<file path="src/rtl/serial_tx_if.sv">
// Parallel-load / serial-line handshake bundle for the serial_tx frame transmitter.
interface serial_tx_if #(
  parameter int unsigned DATA_WIDTH = 8
);
  logic [DATA_WIDTH-1:0] d_in;
  logic                  load;
  logic                  ready_out;
  logic                  busy_out;
  logic                  tx_out;
  logic                  done_out;

  modport master (
    output d_in, load,
    input  ready_out, busy_out, tx_out, done_out
  );

  modport slave (
    input  d_in, load,
    output ready_out, busy_out, tx_out, done_out
  );
endinterface

</file>
<file path="src/rtl/serial_tx.sv">
// Parallel-in, serial-out frame transmitter: start bit (0), DATA_WIDTH bits LSB-first,
// stop bit (1), each bit held CLKS_PER_BIT clocks. All outputs are registered.
module serial_tx #(
  parameter int unsigned DATA_WIDTH   = 8,
  parameter int unsigned CLKS_PER_BIT = 4
) (
  input logic        clk,
  input logic        rst,
  serial_tx_if.slave bus
);
  localparam int unsigned TW = (CLKS_PER_BIT > 1) ? $clog2(CLKS_PER_BIT) : 1;
  localparam int unsigned IW = (DATA_WIDTH > 1) ? $clog2(DATA_WIDTH) : 1;
  localparam logic [TW-1:0] TIMER_LAST = TW'(CLKS_PER_BIT - 1);
  localparam logic [IW-1:0] INDEX_LAST = IW'(DATA_WIDTH - 1);

  typedef enum logic [1:0] {IDLE, START, DATA, STOP} state_t;

  state_t                state, state_nxt;
  logic [TW-1:0]         timer, timer_nxt;
  logic [IW-1:0]         index, index_nxt;
  logic [DATA_WIDTH-1:0] shreg, shreg_nxt;
  logic                  tx_q, tx_nxt;
  logic                  ready_q, ready_nxt;
  logic                  busy_q, busy_nxt;
  logic                  done_q, done_nxt;

  // State and registered outputs
  always_ff @(posedge clk) begin
    if (rst) begin
      state   <= IDLE;
      timer   <= '0;
      index   <= '0;
      shreg   <= '0;
      tx_q    <= 1'b1;
      ready_q <= 1'b1;
      busy_q  <= 1'b0;
      done_q  <= 1'b0;
    end else begin
      state   <= state_nxt;
      timer   <= timer_nxt;
      index   <= index_nxt;
      shreg   <= shreg_nxt;
      tx_q    <= tx_nxt;
      ready_q <= ready_nxt;
      busy_q  <= busy_nxt;
      done_q  <= done_nxt;
    end
  end

  // Next state; outputs are derived from the next state so they register in step with it
  always_comb begin
    state_nxt = state;
    timer_nxt = timer;
    index_nxt = index;
    shreg_nxt = shreg;
    done_nxt  = 1'b0;

    unique case (state)
      IDLE: begin
        if (bus.load) begin
          shreg_nxt = bus.d_in;
          timer_nxt = '0;
          state_nxt = START;
        end
      end
      START: begin
        if (timer == TIMER_LAST) begin
          timer_nxt = '0;
          index_nxt = '0;
          state_nxt = DATA;
        end else begin
          timer_nxt = timer + TW'(1);
        end
      end
      DATA: begin
        if (timer == TIMER_LAST) begin
          timer_nxt = '0;
          if (index == INDEX_LAST) begin
            state_nxt = STOP;
          end else begin
            index_nxt = index + IW'(1);
          end
        end else begin
          timer_nxt = timer + TW'(1);
        end
      end
      STOP: begin
        if (timer == TIMER_LAST) begin
          timer_nxt = '0;
          done_nxt  = 1'b1;
          state_nxt = IDLE;
        end else begin
          timer_nxt = timer + TW'(1);
        end
      end
      default: state_nxt = IDLE;
    endcase

    unique case (state_nxt)
      START:   tx_nxt = 1'b0;
      DATA:    tx_nxt = shreg_nxt[index_nxt];
      default: tx_nxt = 1'b1;
    endcase
    ready_nxt = (state_nxt == IDLE);
    busy_nxt  = (state_nxt != IDLE);
  end

  assign bus.tx_out    = tx_q;
  assign bus.ready_out = ready_q;
  assign bus.busy_out  = busy_q;
  assign bus.done_out  = done_q;
endmodule
</file>
<file path="src/flat_wrapper.sv">
// flat-port wrapper written by rule: the top's interface ports become plain ports
module serial_tx_flat 
#(
  parameter int unsigned DATA_WIDTH   = 8,
  parameter int unsigned CLKS_PER_BIT = 4
)
  (clk, rst, bus_d_in, bus_load, bus_ready_out, bus_busy_out, bus_tx_out, bus_done_out);
  serial_tx_if #(.DATA_WIDTH(DATA_WIDTH)) bus_i ();
  input logic clk;
  input logic rst;
  input wire logic [$bits(bus_i.d_in)-1:0] bus_d_in;
  input wire logic [$bits(bus_i.load)-1:0] bus_load;
  output wire logic [$bits(bus_i.ready_out)-1:0] bus_ready_out;
  output wire logic [$bits(bus_i.busy_out)-1:0] bus_busy_out;
  output wire logic [$bits(bus_i.tx_out)-1:0] bus_tx_out;
  output wire logic [$bits(bus_i.done_out)-1:0] bus_done_out;
  assign bus_i.d_in = bus_d_in;
  assign bus_i.load = bus_load;
  assign bus_ready_out = bus_i.ready_out;
  assign bus_busy_out = bus_i.busy_out;
  assign bus_tx_out = bus_i.tx_out;
  assign bus_done_out = bus_i.done_out;
  serial_tx #(.DATA_WIDTH(DATA_WIDTH), .CLKS_PER_BIT(CLKS_PER_BIT)) u_core (.clk(clk), .rst(rst), .bus(bus_i));
endmodule
</file>
<file path="config.mk">
export PLATFORM = sky130hd
export DESIGN_NAME = serial_tx_flat
export DESIGN_NICKNAME = d
export VERILOG_FILES = /design/src/rtl/serial_tx_if.sv /design/src/rtl/serial_tx.sv /design/src/flat_wrapper.sv
export SDC_FILE = /design/constraint.sdc
export NUM_CORES = 1
export LEC_CHECK = 0
export CORE_MARGIN = 3
export CORE_UTILIZATION = 35
export CTS_CLUSTER_DIAMETER = 120
export DETAILED_ROUTE_END_ITERATION = 10
export DONT_BUFFER_PORTS = 1
export GPL_ROUTABILITY_DRIVEN = 0
export GPL_TIMING_DRIVEN = 0
export PLACE_DENSITY_LB_ADDON = 0.15
export SETUP_SLACK_MARGIN = 0.05
export SLEW_MARGIN = 20
export SYNTH_ARGS = -nofsm -noshare
export SYNTH_HDL_FRONTEND = slang
export SYNTH_SLANG_ARGS = --single-unit
</file>
<file path="constraint.sdc">
create_clock -name clk -period 2.2 [get_ports clk]
set_input_delay 0.44 -clock clk [delete_from_list [all_inputs] [get_ports clk]]
set_output_delay 0.44 -clock clk [all_outputs]
set_load 0.01 [all_outputs]
</file>
# After elaboration in Yosys (flattened, before gate mapping)
# Cells that the tools add are included.
[totals]
register_bits = 19
out_inout_bits = 4
word_cells = 44
[classes]
addsub = 2
n_lt_le_gt_ge = 1
n_eq_ne = 8
mux = 19
n_bitwise = 1
n_reduce_logical = 5
[ops]
columns = ["op", "n"]
rows = [
  ["2-to-1 mux 8 bit", 2],
  ["2-to-1 mux 2 bit", 7],
  ["2-to-1 mux 3 bit", 3],
  ["== test 2 bit, second input constant", 4],
  ["case mux 2 bit (4 select lines)", 1],
  ["case mux 3 bit (2 select lines)", 1],
  ["== test 2 x 1 -> 1 bit, second input constant", 2],
  ["logical NOT 2 bit", 2],
  ["less-than comparator 3 x 4 -> 1 bit, second input constant", 1],
  ["case mux 2 bit (2 select lines)", 1],
  ["adder 3 x 1 -> 3 bit, second input constant", 1],
  ["binary-select mux 1 bit (select 3 bit)", 1],
  ["== test 3 bit, second input constant", 1],
  ["OR reduction 3 bit", 1],
  ["adder 2 x 1 -> 2 bit, second input constant", 1],
  ["2-to-1 mux 1 bit", 2],
  ["inequality test 2 bit, second input constant", 1],
  ["case mux 1 bit (2 select lines)", 1],
  ["nonzero test 2 bit", 1],
  ["OR reduction 2 bit", 1],
  ["inverter 1 bit", 1],
]

# Longest topological paths before layout
[logic_depth]
depth_word = 7
depth_mapped = 8
mapped_depth_nobuf = 8

# Least setup slack after synthesis
# No wires, ideal clock.
[synth_path]
kind = "register to register"
start = "register u_core.state[0]"
end = "register u_core.tx_q, in the netlist u_core.bus.tx_out"
t_arrival_ns = 1.808
required_time_ns = 2.065
setup_slack_ns = 0.257
path_stages_with_launch = 9
synth_period_minus_slack_ns = 1.943
path_cell_list = "dfxtp_1 > inv_1 > ha_1 > nor2_1 > o2111a_2 > nor2_4 > mux2_2 > a32oi_1 > a41oi_1"
[synth_via]
elab_chain_len = 5
elab_cells_between_ends = 17
[synth_lines]
columns = ["element", "line_no", "source"]
rows = [
  ["start: declaration", "serial_tx.sv:18", "state_t state, state_nxt;"],
  ["start signal: assignment", "serial_tx.sv:39", "state <= state_nxt;"],
  ["== test 2 bit, or another cell as far along", "serial_tx.sv:58", "unique case (state)"],
  ["case mux 3 bit (2 select lines), or another cell as far along", "serial_tx.sv:58", ""],
  ["binary-select mux 1 bit (select 3 bit) or case mux 2 bit (4 select lines) (tied branches)", "serial_tx.sv:101, serial_tx.sv:58", ""],
  ["2-to-1 mux 1 bit (implied by the code), or another cell as far along", "serial_tx.sv:101", "DATA: tx_nxt = shreg_nxt[index_nxt];"],
  ["case mux 1 bit (2 select lines) (*)", "serial_tx.sv:99", "unique case (state_nxt)"],
  ["end signal: assignment", "serial_tx.sv:43", "tx_q <= tx_nxt;"],
  ["end: declaration", "serial_tx.sv:22", "logic tx_q, tx_nxt;"],
]
# Every way passes the cells marked *; elsewhere a longest branch is shown, timed or not. The select of a mux whose other input is x is not followed.
# A chain may end at the register's enable or synchronous reset.

# Final worst setup path
# Ends and elaborated chain as after synthesis.

==> run summary <==
The largest fanout on the critical path was 7; the Yosys warning count was 0. The detailed router finished its first iteration with 21 violations. The number of endpoints with negative hold slack in the final report came out at 0. Summing all flip-flop and latch instances after layout gives 382 um2. Counting the buffers created by CTS gives 3. Summed over all failing endpoints, the final setup total negative slack is 0 ps. Of all flip-flops after synthesis, the portion carrying an async set or reset was 0%. At the end of the flow, the number of nets in the layout was 130. The detailed-route via count is 767, and the setup violation total in the final timing report is 0. The height of the chip was 58.3 um; the average wire per cell in the routed design was 14.1 um.

The core region is 2540 um2. Setup repair after global routing left no endpoint under its margin. Clock tree synthesis found a total of 19 sinks.

Entering global routing, the biggest net connects 11 pins. The post-synthesis cell type with the largest combined area is sky130_fd_sc_hd__dfxtp_1. STA puts the critical path data arrival time at 2230 ps. The remaining antenna violation count after routing was 0. Before CTS, the worst setup slack after placement is 48.2 ps. Once the floorplan was initialized, standard cells occupied 37.7% of the core. By area the synthesized netlist is led by sky130_fd_sc_hd__dfxtp_1 40%, sky130_fd_sc_hd__mux2i_1 9.4%, sky130_fd_sc_hd__ha_1 9.1%. The die is 58.3 um wide. For this run, the total global-route usage over all layers was measured as 12.8%. The deepest level of the CTS H-tree was 1; the total DRC errors in the routed layout was 0.

The flow ran to the end, and the final reports show no timing, DRC or antenna violations. The distinct cell type count of the synthesized netlist is 33, and the diode insertion count for antenna repair is 0. The max-capacitance violation count was 0; the fraction of final layout cells with drive strength greater than 1 was 17.1%. In this run the cell area of the synthesized design comes to 958 um2. Number of cell rows: 18. After layout, the minimum clock period comes to 2060 ps. The share of the synthesized area in the top cell type came out at 39.7%.

The run gives 144 ps as the final worst-path setup slack. The path class of the tightest hold or removal check is primary input to flip-flop. The static leakage power is 0.000423 uW, and the first-pass GRT wire length is 3330 um. The area added between synthesis and finish is 10.4%. The highest ir drop seen on vdd came out at 0.393 mV. STA classifies the critical path startpoint as a flip-flop. The pin slew with the least headroom to its limit was 486 ps; the total power per unit cell area was 600 nW/um2. The clock reaches the later pin of the worst-skew pair after 290 ps. The share of the clock period used by the worst path was 93.4%.

The number of antenna violations at the first check in global routing was 0. In the final layout, the multi-input gates occupy 568 um2. Measured against its own limit, the worst slew margin works out to 67.6%. Sorting the synthesized cells by how often they occur yields 19 x sky130_fd_sc_hd__dfxtp_1, 19 x sky130_fd_sc_hd__nor2_1, 9 x sky130_fd_sc_hd__mux2i_1, 7 x sky130_fd_sc_hd__ha_1. The quantity of I/O buffers inserted on ports is 0.

The slowest stage of the critical path belongs to the cell sky130_fd_sc_hd__or3b_2. The post-DP HPWL is 1500 um. Counting every net in the synthesized netlist gives 123. For this run the aggregate overflow at the end of global routing stands at 0. Type of element capturing the critical path: a flip-flop. On the worst path, the slowest cell contributes a delay of 490 ps.

After filler insertion, the fill cell instance count of the layout stands at 276. For this block, the routed nets add up to 1990 um of wire. The max-slew violation total from the final report is 0, and the sequential share of the synthesized area is 39.7%. Synthesis handed over a netlist of 105 instances. The die area was 3400 um2. Counting flops and latches in the post-synthesis netlist gives 19.

The average size of a mapped cell works out to 9.13 um2. In this run the clock root is driven by a sky130_fd_sc_hd__clkbuf_4. The post-CTS clock slew at the launch and capture registers of the worst setup and hold paths is 110 ps, and the number of flops mapped to enable cells by yosys is 0.

The worst setup path is of the flip-flop to flip-flop kind. Most common flop cell mapped by yosys: sky130_fd_sc_hd__dfxtp_1. Across the routed clock network, the largest skew measured is 4.80 ps. In this run the deepest clock path goes through 2 buffers. In the routed layout, each cell is associated on average with a via count of 5.44.

During I/O placement, the number of pins put on the boundary was 15. TritonCTS built the clock tree. For the worst setup path, the data required time is 2370 ps. The number of hold buffers added after CTS was 0.

The maximum achievable frequency was 486 MHz. Via count of the first global-routing pass: 758. The count of TritonRoute iterations in the first routing pass was 4. The critical path goes through inv_1, ha_1, a21oi_1, o21ai_0, o31ai_1, or3b_2, a31oi_1, a41oi_1.
==> cells by family (layout without fill, tap and decap cells) <==
family | count (synthesis) | in the layout | synth area share, %
AOI/OAI and AO/OA | 20 | 20 | 14.8
adders and majority gates | 7 | 7 | 9.14
buffers and inverters | 6 | 12 | 3.13
DFF | 19 | 19 | 39.7
muxes | 11 | 11 | 11.7
and+or+nand+nor | 42 | 42 | 21.5
==> power breakdown <==
part,leakage [uW],internal [uW],switching (uW)
clock,0.0000150,70.5,103
sequential,0.000156,364,12.1
combinational,0.000252,34.7,50.9
total,0.000423,469,166
==> stage by stage <==
stage          util [%]  instance area (um2)  cells  total power, uW  hold slack (ps)
2_1_floorplan         -                  958    105              449              433
3_3_place_gp       39.1                  996    135              466              445
3_5_place_dp       39.1                  996    135              469              451
4_1_cts            41.2                 1050    141              647              289
5_1_grt            41.6                 1060    141              673              290
6_report           41.6                 1060    141              635              297
==> repair_timing <==
action,CTS,global route
endpoints found under the setup margin,1,1
pin swaps,1,0
resized for setup,2,3
buffers inserted,2,0
==> cells in the final DEF (no fill, tap or decap), drive strengths merged <==
master and instances:
a21boi 1, a21o 1, a21oi 6, a31o 1, a31oi 1, a32oi 2, a41oi 2, and2 1
and4 1, buf 3, clkbuf 6, dfxtp 19, ha 7, inv 3, mux2 2, mux2i 9
nand2 6, nand2b 1, nand3 6, nand4 1, nor2 20, nor2b 2, nor3 1, nor3b 1
nor4 1, o2111a 1, o21ai 3, o31ai 1, o32a 1, or3b 1
==> routing by layer <==
layer,up-vias,track usage (%),share of wire [%]
met5,-,0,0
met1,359,15.1,46
met2,14,22.2,48
li1,390,-,-
met4,0,2.98,1.7
met3,4,4.61,4.4
==> state kept, by name (all words and copies together), names as in the netlist <==
signal,flops
u_core.index,3
u_core.bus.busy_out,1
u_core.bus.tx_out,1
u_core.bus.ready_out,1
u_core.shreg,8
u_core.bus.done_out,1
u_core.state,2
u_core.timer,2
==> cell type report <==
type,count,area share (%)
timing repair buffer,2,1.42
clock buffer,4,2.48
tap,30,3.55
inverter,3,1.06
sequential,19,36.1
multi-input combinational,80,53.7
buffer,3,1.77
==> final timing paths <==
| kind | from | endpoint | slack, ps | cells after the start |
|---|---|---|---|---|
| setup / recovery | u_core.state[0] | u_core.bus.tx_out | 140 | 8 |
| hold / removal | bus_d_in[6] | u_core.shreg[6] | 300 | 2 |
| setup reg to reg | u_core.state[0] | u_core.bus.tx_out | 140 | 8 |
| hold reg to reg | u_core.shreg[6] | u_core.shreg[6] | 470 | 2 |
==> worst max-delay path, delay by kind of cell (launching register included) <==
kind | cells | cell delay, ps
AOI/OAI and AO/OA | 5 | 620
adders and majority gates | 1 | 300
buffers and inverters | 1 | 110
DFF | 1 | 410
and+or+nand+nor | 1 | 490
Note: power is estimated with default switching activity, not from simulation.
